`src/rtl/ps2_scancode_receiver.sv`:
```
// PS/2 keyboard receiver: synchronizes and debounces kb_clk, deserializes 11-bit frames
// and emits scan-code bytes with a one-cycle strobe, a 4-byte history word and error pulses.
module ps2_scancode_receiver #(
    parameter int unsigned FILTER_LEN     = 8,
    parameter int unsigned TIMEOUT_CYCLES = 100000
) (
    input  logic        clk,
    input  logic        rst,
    input  logic        kb_clk,
    input  logic        kb_data,
    output logic [7:0]  code,
    output logic        code_valid,
    output logic [31:0] keycodeout,
    output logic        parity_err,
    output logic        frame_err,
    output logic        busy
);

    typedef enum logic [1:0] {IDLE, DATA, PARITY, STOP} state_t;

    localparam int unsigned TW = (TIMEOUT_CYCLES > 2) ? $clog2(TIMEOUT_CYCLES) : 1;
    localparam logic [TW-1:0] TO_LAST   = TW'(TIMEOUT_CYCLES - 1);
    localparam logic [7:0]    FILT_LAST = 8'(FILTER_LEN - 1);

    logic [1:0]    clk_sync_q, data_sync_q;
    logic          filt_q, filt_d;
    logic [7:0]    filt_cnt_q, filt_cnt_d;
    state_t        state_q, state_d;
    logic [2:0]    bit_cnt_q, bit_cnt_d;
    logic [7:0]    shift_q, shift_d;
    logic          parity_q, parity_d;
    logic [TW-1:0] to_cnt_q, to_cnt_d;
    logic          to_tick_q, to_tick_d;
    logic [7:0]    code_q, code_d;
    logic [31:0]   hist_q, hist_d;
    logic          code_valid_q, code_valid_d;
    logic          parity_err_q, parity_err_d;
    logic          frame_err_q, frame_err_d;
    logic          busy_q, busy_d;

    logic clk_s, data_s, fall, timeout;

    assign clk_s  = clk_sync_q[1];
    assign data_s = data_sync_q[1];

    // NOTE: every signal assigned in always_comb gets a default first, so no path leaves it
    // unassigned and no latch is inferred.
    always_comb begin
        filt_d     = filt_q;
        filt_cnt_d = '0;
        fall       = 1'b0;
        if (clk_s != filt_q) begin
            if (filt_cnt_q == FILT_LAST) begin
                filt_d = clk_s;
                fall   = filt_q;
            end else begin
                filt_cnt_d = filt_cnt_q + 8'd1;
            end
        end
    end

    // The timeout counter advances on alternate cycles and is held clear while idle.
    always_comb begin
        to_cnt_d  = to_cnt_q;
        to_tick_d = ~to_tick_q;
        if (fall || state_q == IDLE) begin
            to_cnt_d  = '0;
            to_tick_d = 1'b0;
        end else if (to_tick_q) begin
            to_cnt_d = to_cnt_q + 1'b1;
        end
    end

    // An edge in the same cycle suppresses the timeout.
    assign timeout = (state_q != IDLE) && !fall && (to_cnt_q == TO_LAST);

    always_comb begin
        state_d      = state_q;
        bit_cnt_d    = bit_cnt_q;
        shift_d      = shift_q;
        parity_d     = parity_q;
        code_d       = code_q;
        hist_d       = hist_q;
        code_valid_d = 1'b0;
        parity_err_d = 1'b0;
        frame_err_d  = 1'b0;
        if (fall) begin
            unique case (state_q)
                IDLE: begin
                    if (!data_s) begin
                        state_d   = DATA;
                        bit_cnt_d = '0;
                    end else begin
                        frame_err_d = 1'b1;
                    end
                end
                DATA: begin
                    shift_d   = {data_s, shift_q[7:1]};
                    bit_cnt_d = bit_cnt_q + 3'd1;
                    if (bit_cnt_q == 3'd7) state_d = PARITY;
                end
                PARITY: begin
                    parity_d = data_s;
                    state_d  = STOP;
                end
                STOP: begin
                    state_d = IDLE;
                    if (!data_s) begin
                        frame_err_d = 1'b1;
                    end else if (^{shift_q, parity_q} == 1'b0) begin
                        parity_err_d = 1'b1;
                    end else begin
                        code_d       = shift_q;
                        hist_d       = {hist_q[23:0], shift_q};
                        code_valid_d = 1'b1;
                    end
                end
                default: state_d = IDLE;
            endcase
        end else if (timeout) begin
            state_d     = IDLE;
            frame_err_d = 1'b1;
        end
        busy_d = (state_d != IDLE);
    end

    // NOTE: state registers use non-blocking assignments so every flop samples the
    // pre-edge values regardless of statement order.
    always_ff @(posedge clk or posedge rst) begin
        if (rst) begin
            clk_sync_q   <= 2'b11;
            data_sync_q  <= 2'b11;
            filt_q       <= 1'b1;
            filt_cnt_q   <= '0;
            state_q      <= IDLE;
            bit_cnt_q    <= '0;
            shift_q      <= '0;
            parity_q     <= 1'b0;
            to_cnt_q     <= '0;
            to_tick_q    <= 1'b0;
            code_q       <= '0;
            hist_q       <= '0;
            code_valid_q <= 1'b0;
            parity_err_q <= 1'b0;
            frame_err_q  <= 1'b0;
            busy_q       <= 1'b0;
        end else begin
            clk_sync_q   <= {clk_sync_q[0], kb_clk};
            data_sync_q  <= {data_sync_q[0], kb_data};
            filt_q       <= filt_d;
            filt_cnt_q   <= filt_cnt_d;
            state_q      <= state_d;
            bit_cnt_q    <= bit_cnt_d;
            shift_q      <= shift_d;
            parity_q     <= parity_d;
            to_cnt_q     <= to_cnt_d;
            to_tick_q    <= to_tick_d;
            code_q       <= code_d;
            hist_q       <= hist_d;
            code_valid_q <= code_valid_d;
            parity_err_q <= parity_err_d;
            frame_err_q  <= frame_err_d;
            busy_q       <= busy_d;
        end
    end

    assign code       = code_q;
    assign keycodeout = hist_q;
    assign code_valid = code_valid_q;
    assign parity_err = parity_err_q;
    assign frame_err  = frame_err_q;
    assign busy       = busy_q;

endmodule
```
`config.mk`:
```
export PLATFORM = sky130hd
export DESIGN_NAME = ps2_scancode_receiver
export DESIGN_NICKNAME = d
export VERILOG_FILES = /design/src/rtl/ps2_scancode_receiver.sv
export SDC_FILE = /design/constraint.sdc
export NUM_CORES = 1
export LEC_CHECK = 0
export BUFFER_PORTS_ARGS = -buffer_cell sky130_fd_sc_hd__buf_2
export CAP_MARGIN = 40
export CORE_AREA = 10 10 105 125
export CTS_BUF_LIST = sky130_fd_sc_hd__clkbuf_2
export DETAILED_ROUTE_END_ITERATION = 16
export DIE_AREA = 0 0 115 135
export GPL_ROUTABILITY_DRIVEN = 0
export SYNTH_ARGS = -nofsm -noshare
export SYNTH_HDL_FRONTEND = slang
export SYNTH_SLANG_ARGS = --single-unit
```
`constraint.sdc`:
```
create_clock -name clk -period 2.6 [get_ports clk]
set_input_delay 0.26 -clock clk [delete_from_list [all_inputs] [get_ports clk]]
set_output_delay 0.26 -clock clk [all_outputs]
set_load 0.1 [all_outputs]
```
# Yosys cells after proc, flatten, opt, wreduce, memory -nomap -nowiden
# Index checks and enable logic that the tools add are counted.
word_totals:
  register_bits: 89
  in_bits: 4
  output_inout_bits: 44
  word_cells: 70
op_classes:
  addsub: 3
  n_eq_ne: 8
  muxes: 27
  n_bitwise: 1
  reduce_logical: 15
op_table:
  columns: ["op", "count"]
  rows:
  - ["17-bit two-way mux", 2]
  - ["17-bit by 1-bit adder with 17-bit output (second input constant)", 1]
  - ["17-bit == test (second input constant)", 1]
  - ["8-bit two-way mux", 2]
  - ["1-bit two-way mux", 15]
  - ["9-bit parity", 1]
  - ["8-bit by 1-bit adder with 8-bit output (second input constant)", 1]
  - ["8-bit by 3-bit == test with 1-bit output (second input constant)", 1]
  - ["2-bit two-way mux", 4]
  - ["2-bit one-hot mux with 4 select lines", 1]
  - ["2-bit nonzero test", 4]
  - ["3-bit one-hot mux with 2 select lines", 1]
  - ["2-bit AND reduction", 3]
  - ["2-bit == test (second input constant)", 2]
  - ["4-bit AND reduction", 1]
  - ["3-bit by 1-bit adder with 3-bit output (second input constant)", 1]
  - ["3-bit == test (second input constant)", 1]
  - ["3-bit two-way mux", 1]
  - ["3-bit AND reduction", 1]
  - ["2-bit by 1-bit == test with 1-bit output (second input constant)", 1]
  - ["1-bit logical AND", 2]
  - ["2-bit logical NOT", 1]
  - ["2-bit inequality test (second input constant)", 1]
  - ["1-bit one-hot mux with 2 select lines", 1]
  - ["other kinds (4)", 4]

# Logic depth before layout (Yosys ltp)
depth:
  ltp_word: 9
  depth_mapped: 7
  ltp_nobuf: 6

# Least setup slack after synthesis
# OpenSTA, ideal clock, no wires.
synth_path:
  path_type: "reg2reg"
  from: "register filt_cnt_q[4]"
  to: "register hist_q[15], in the netlist keycodeout[15]"
  arrival_time_ps: 2198
  slack_ps: 275
  stages_incl_launch_ff: 7
  synth_period_minus_slack_ps: 2325
  cell_sequence: "dfrtp_1 or4_4 or4_4 nor2_2 mux2i_2 buf_6 mux2_4"
synth_between:
  elab_chain_cells: 4
synth_lines:
  columns: ["item", "line", "text"]
  rows:
  - ["start, declared", "27", "logic [7:0] filt_cnt_q, filt_cnt_d;"]
  - ["start signal, assigned", "151", "filt_cnt_q <= filt_cnt_d;"]
  - ["8-bit by 3-bit == test with 1-bit output", "53", "if (filt_cnt_q == FILT_LAST) begin"]
  - ["1-bit two-way mux", "53", null]
  - ["1-bit two-way mux", "52", "if (clk_s != filt_q) begin"]
  - ["4-bit AND reduction (no line)", null, null]
  - ["end signal, assigned", "159", "hist_q <= hist_d;"]
  - ["end, declared", "35", "logic [31:0] hist_q, hist_d;"]
# Every way passes these cells.
# A chain may end at the register's enable or synchronous reset.

# Worst setup path after layout
layout_path:
  from: "register filt_cnt_q[4]"
  to: "register hist_q[25], in the netlist keycodeout[25]"
# The elaborated chain is that of the path after synthesis.

==> run_results.csv <==
group,metric,value,unit
yosys,synth_area_leaders,"dfrtp_1, mux2_4, xnor2_1",
drt,viasPerCell,4.75,
drt,wl_per_cell,13.4,µm
clock_tree,cts_buffers,9,
yosys,synth_top_cell_by_area,"dfrtp_1",
yosys,synthTopCellsByCount,"dfrtp_1, nor2_1, mux2_4, xnor2_1, xor2_1",
final_layout,drive_above_1_share,37.1,%
yosys,synth_simple_gate_area_share,12.4,%
clock_tree,clk_pin_slew,0.22,ns
sta,tightest_slew,0.735,ns
drt,antenna_left,0,
placed_design,port_buffers,47,
worst_hold_path,hold_path_class,"in -> async",
pwr,worst_ir_drop_vdd,0.205,mV
global_routing,antenna_found_initial,0,
placed_design,place_area,4010,µm²
clock_tree,cts_tree,"done",
yosys,yosysWarningCount,0,
sta,setup_viol,0,
yosys,yosysMostFrequentCell,"dfrtp_1",
sta,skew,0.0199,ns
floorplan,chipWidth,115,µm
yosys,synth_nets,295,
yosys,synth_cells,287,
floorplan,io_pins,48,
clock_tree,cts_root_buf,"clkbuf_2",
pwr,swShare,24.0,%
sta,slew-limit-headroom,51.0,%
global_routing,grt_start_max_net_pins,48,
yosys,yosysSeqAreaShare,55.8,%
floorplan,die_y,135,µm
yosys,ys_ff_latch,81,
clock_tree,cts_sinks,81,
pwr,power.leakage,2.20,nW
global_routing,grt_pass1_vias,2323,
yosys,ys_async_sr_fraction,100,%
yosys,synth.area.mux_share,16.1,%
placed_design,dp_hpwl,4530,µm
setup_path,crit_path_max_incr_delay,0.59,ns
yosys,syn_area_per_cell,12.7,µm²
global_routing,grt_pass1_wl,11000,µm
sta,hold_viol_final,0,
drt,drtIter0Drc,97,
final_layout,fin_nets,348,
yosys,yosys_most_used_dff,"dfrtp_1",
pwr,p_seq_share,60.3,%
floorplan,rows,41,
floorplan,dieArea,15500,µm²
yosys,synth_top_family_by_area,"multiplexers",
pwr,p_switching,0.527,mW
sta,finalCritPeriodShare,92.7,%
drt,drc,0,
yosys,synth_top_cell_area_share,52.2,%
pwr,internal_power,1.67,mW
job,cap_violations,0,
drt,drtPass1Iterations,4,
yosys,syn_area,3640,µm²
yosys,synth.distinct_cells,40,
pwr,power_density,523,nW/µm²
setup_path,crit_path_end_kind,"register",
floorplan,core-area,10600,µm²
status,status,"finished, final reports clean",
global_routing,track_usage,8.42,%
sta,max_freq,415,MHz
setup_path,crit-reg2reg-launch,"filt_cnt_q[4]$_DFF_PP0_",
sta,rsz0062_at_grt,"no",
yosys,synth_edf_count,0,
clock_tree,cts_resized,0,
yosys,synthAdderAreaFrac,1.37,%
sta,report.final.slew_viol_count,0,
sta,tns,0,ns
final_layout,postLayoutCellArea,4200,µm²
pwr,p_comb_share,5.3,%
setup_path,crit_slowest_cell,"or4_4",
floorplan,initial_core_util,34.5,%
clock_tree,clkLatencyLatePin,0.51,ns
final_layout,area_delta_synth_final,15.3,%
setup_path,path_cells,"or4_4, or4_4, nor2_2, mux2i_4, buf_4, mux2_4",
yosys,synth_compound_area_share,2.95,%
drt,vias,2250,
setup_path,crit_type,"reg -> reg",
clock_tree,clock_path_buffers,2,
setup_path,critPathLaunchType,"register",
setup_path,cp_max_fo,8,
setup_path,cp-startpoint,"filt_cnt_q[4]$_DFF_PP0_",
sta,fin_crit,2.41,ns
global_routing,gr-total-overflow,0,
clock_tree,h-tree-depth,3,
drt,routed_wl,6330,µm
pwr,clkPwrFrac,34.4,%
yosys,synth-xor-area-share,7.45,%
setup_path,crit_required,3.01,ns
setup_path,arrival,2.82,ns
setup_path,cp_common_cell,"or4_4",
final_layout,diodes,0,
final timing paths:
path / end / cells past startpoint / slack [ns]
setup / recovery: keycodeout[25]$_DFFE_PP0P_ / 6 / 0.19
hold / removal: to_cnt_q[9]$_DFFE_PP0N_ / 3 / 0.33
setup reg to reg: keycodeout[25]$_DFFE_PP0P_ / 6 / 0.19
hold reg to reg: clk_sync_q[1]$_DFF_PP1_ / 0 / 0.37
max in group asynchronous: keycodeout[22]$_DFFE_PP0P_ / 4 / 1.65
min in group clk: clk_sync_q[1]$_DFF_PP1_ / 0 / 0.37
kinds of logic after synthesis:
kind of cell,count (synthesis)
AOI/OAI and AO/OA,17
xor gates and xnor gates,31
adders and majority gates,4
buffers and inverters,23
DFF,81
muxes,42
and+or+nand+nor,89
worst max-delay path: cells and delay by family, from the launching register on:
kind	cells	cell delay, ns
AND/OR/NAND/NOR	3	1.29
flip-flops	1	0.43
multiplexers	2	0.40
buffers and inverters	1	0.21
what timing repair did:
action,CTS,global route
buffers inserted,0,2
hold buffers,3,0
hold endpoints to repair,31,0
setup endpoints to repair,0,21
per-layer routing:
metal	track usage, %	routed length [µm]
met5	0	0
met4	4.55	106
met3	2.35	502
met2	13.1	2970
met1	10.2	2750
sequential cells by signal, summed over array words and instances (netlist names):
signal,count
keycodeout,25
to_cnt_q,17
filt_cnt_q,8
shift_q,8
code,7
bit_cnt_q,3
clk_sync_q,2
data_sync_q,2
state_q,2
busy,1
code_valid,1
filt_q,1
frame_err,1
parity_err,1
parity_q,1
to_tick_q,1
power groups by stage:
| stage | Sequential [mW] | Combinational (mW) | Clock [mW] |
|---|---|---|---|
| after floorplan | 1.34 | 0.0893 | 0 |
| after global placement | 1.34 | 0.114 | 0 |
| after detailed placement | 1.35 | 0.119 | 0 |
| after CTS | 1.32 | 0.123 | 0.791 |
| after global routing | 1.33 | 0.139 | 0.842 |
| final | 1.32 | 0.116 | 0.754 |
through the flow:
step	power (mW)	utilization, %	hold slack (ns)	setup WS [ns]	std cells
after floorplan	1.43	-	0.264	0.268	287
after global placement	1.46	38.0	0.345	0.108	453
after detailed placement	1.46	38.0	0.347	0.0702	453
after CTS	2.24	39.6	0.280	0.0162	472
after global routing	2.31	39.7	0.330	0.111	474
final	2.19	39.7	0.331	0.191	474
area by class of cell:
cell class	count	area, µm²
Fill cell	1030	6370
Sequential cell	81	2030
Multi-Input combinational cell	183	1480
Timing Repair Buffer	60	365
Tap cell	129	161
Clock inverter	6	91.3
Clock buffer	10	50.0
Inverter	5	20.0
layout by cell type (no fill, tap or decap), types with 3 or more instances in the layout:
cell | synthesis | layout
dfrtp_1 | 76 | 76
nand4_1 | 4 | 4
o21ai_0 | 7 | 7
buf_2 | 2 | 47
and3_1 | 14 | 14
nor3_1 | 3 | 3
nor2_1 | 32 | 32
clkbuf_2 | 0 | 10
a21oi_1 | 4 | 4
clkinvlp_4 | 0 | 3
xor2_1 | 15 | 15
buf_4 | 8 | 8
mux2_4 | 30 | 30
nand2_1 | 13 | 13
ha_1 | 4 | 4
nand3_1 | 8 | 8
mux2_2 | 9 | 9
inv_1 | 5 | 4
dfstp_2 | 5 | 5
dlygate4sd3_1 | 0 | 3
xnor2_1 | 16 | 16
Power figures use the tool's default switching activity.
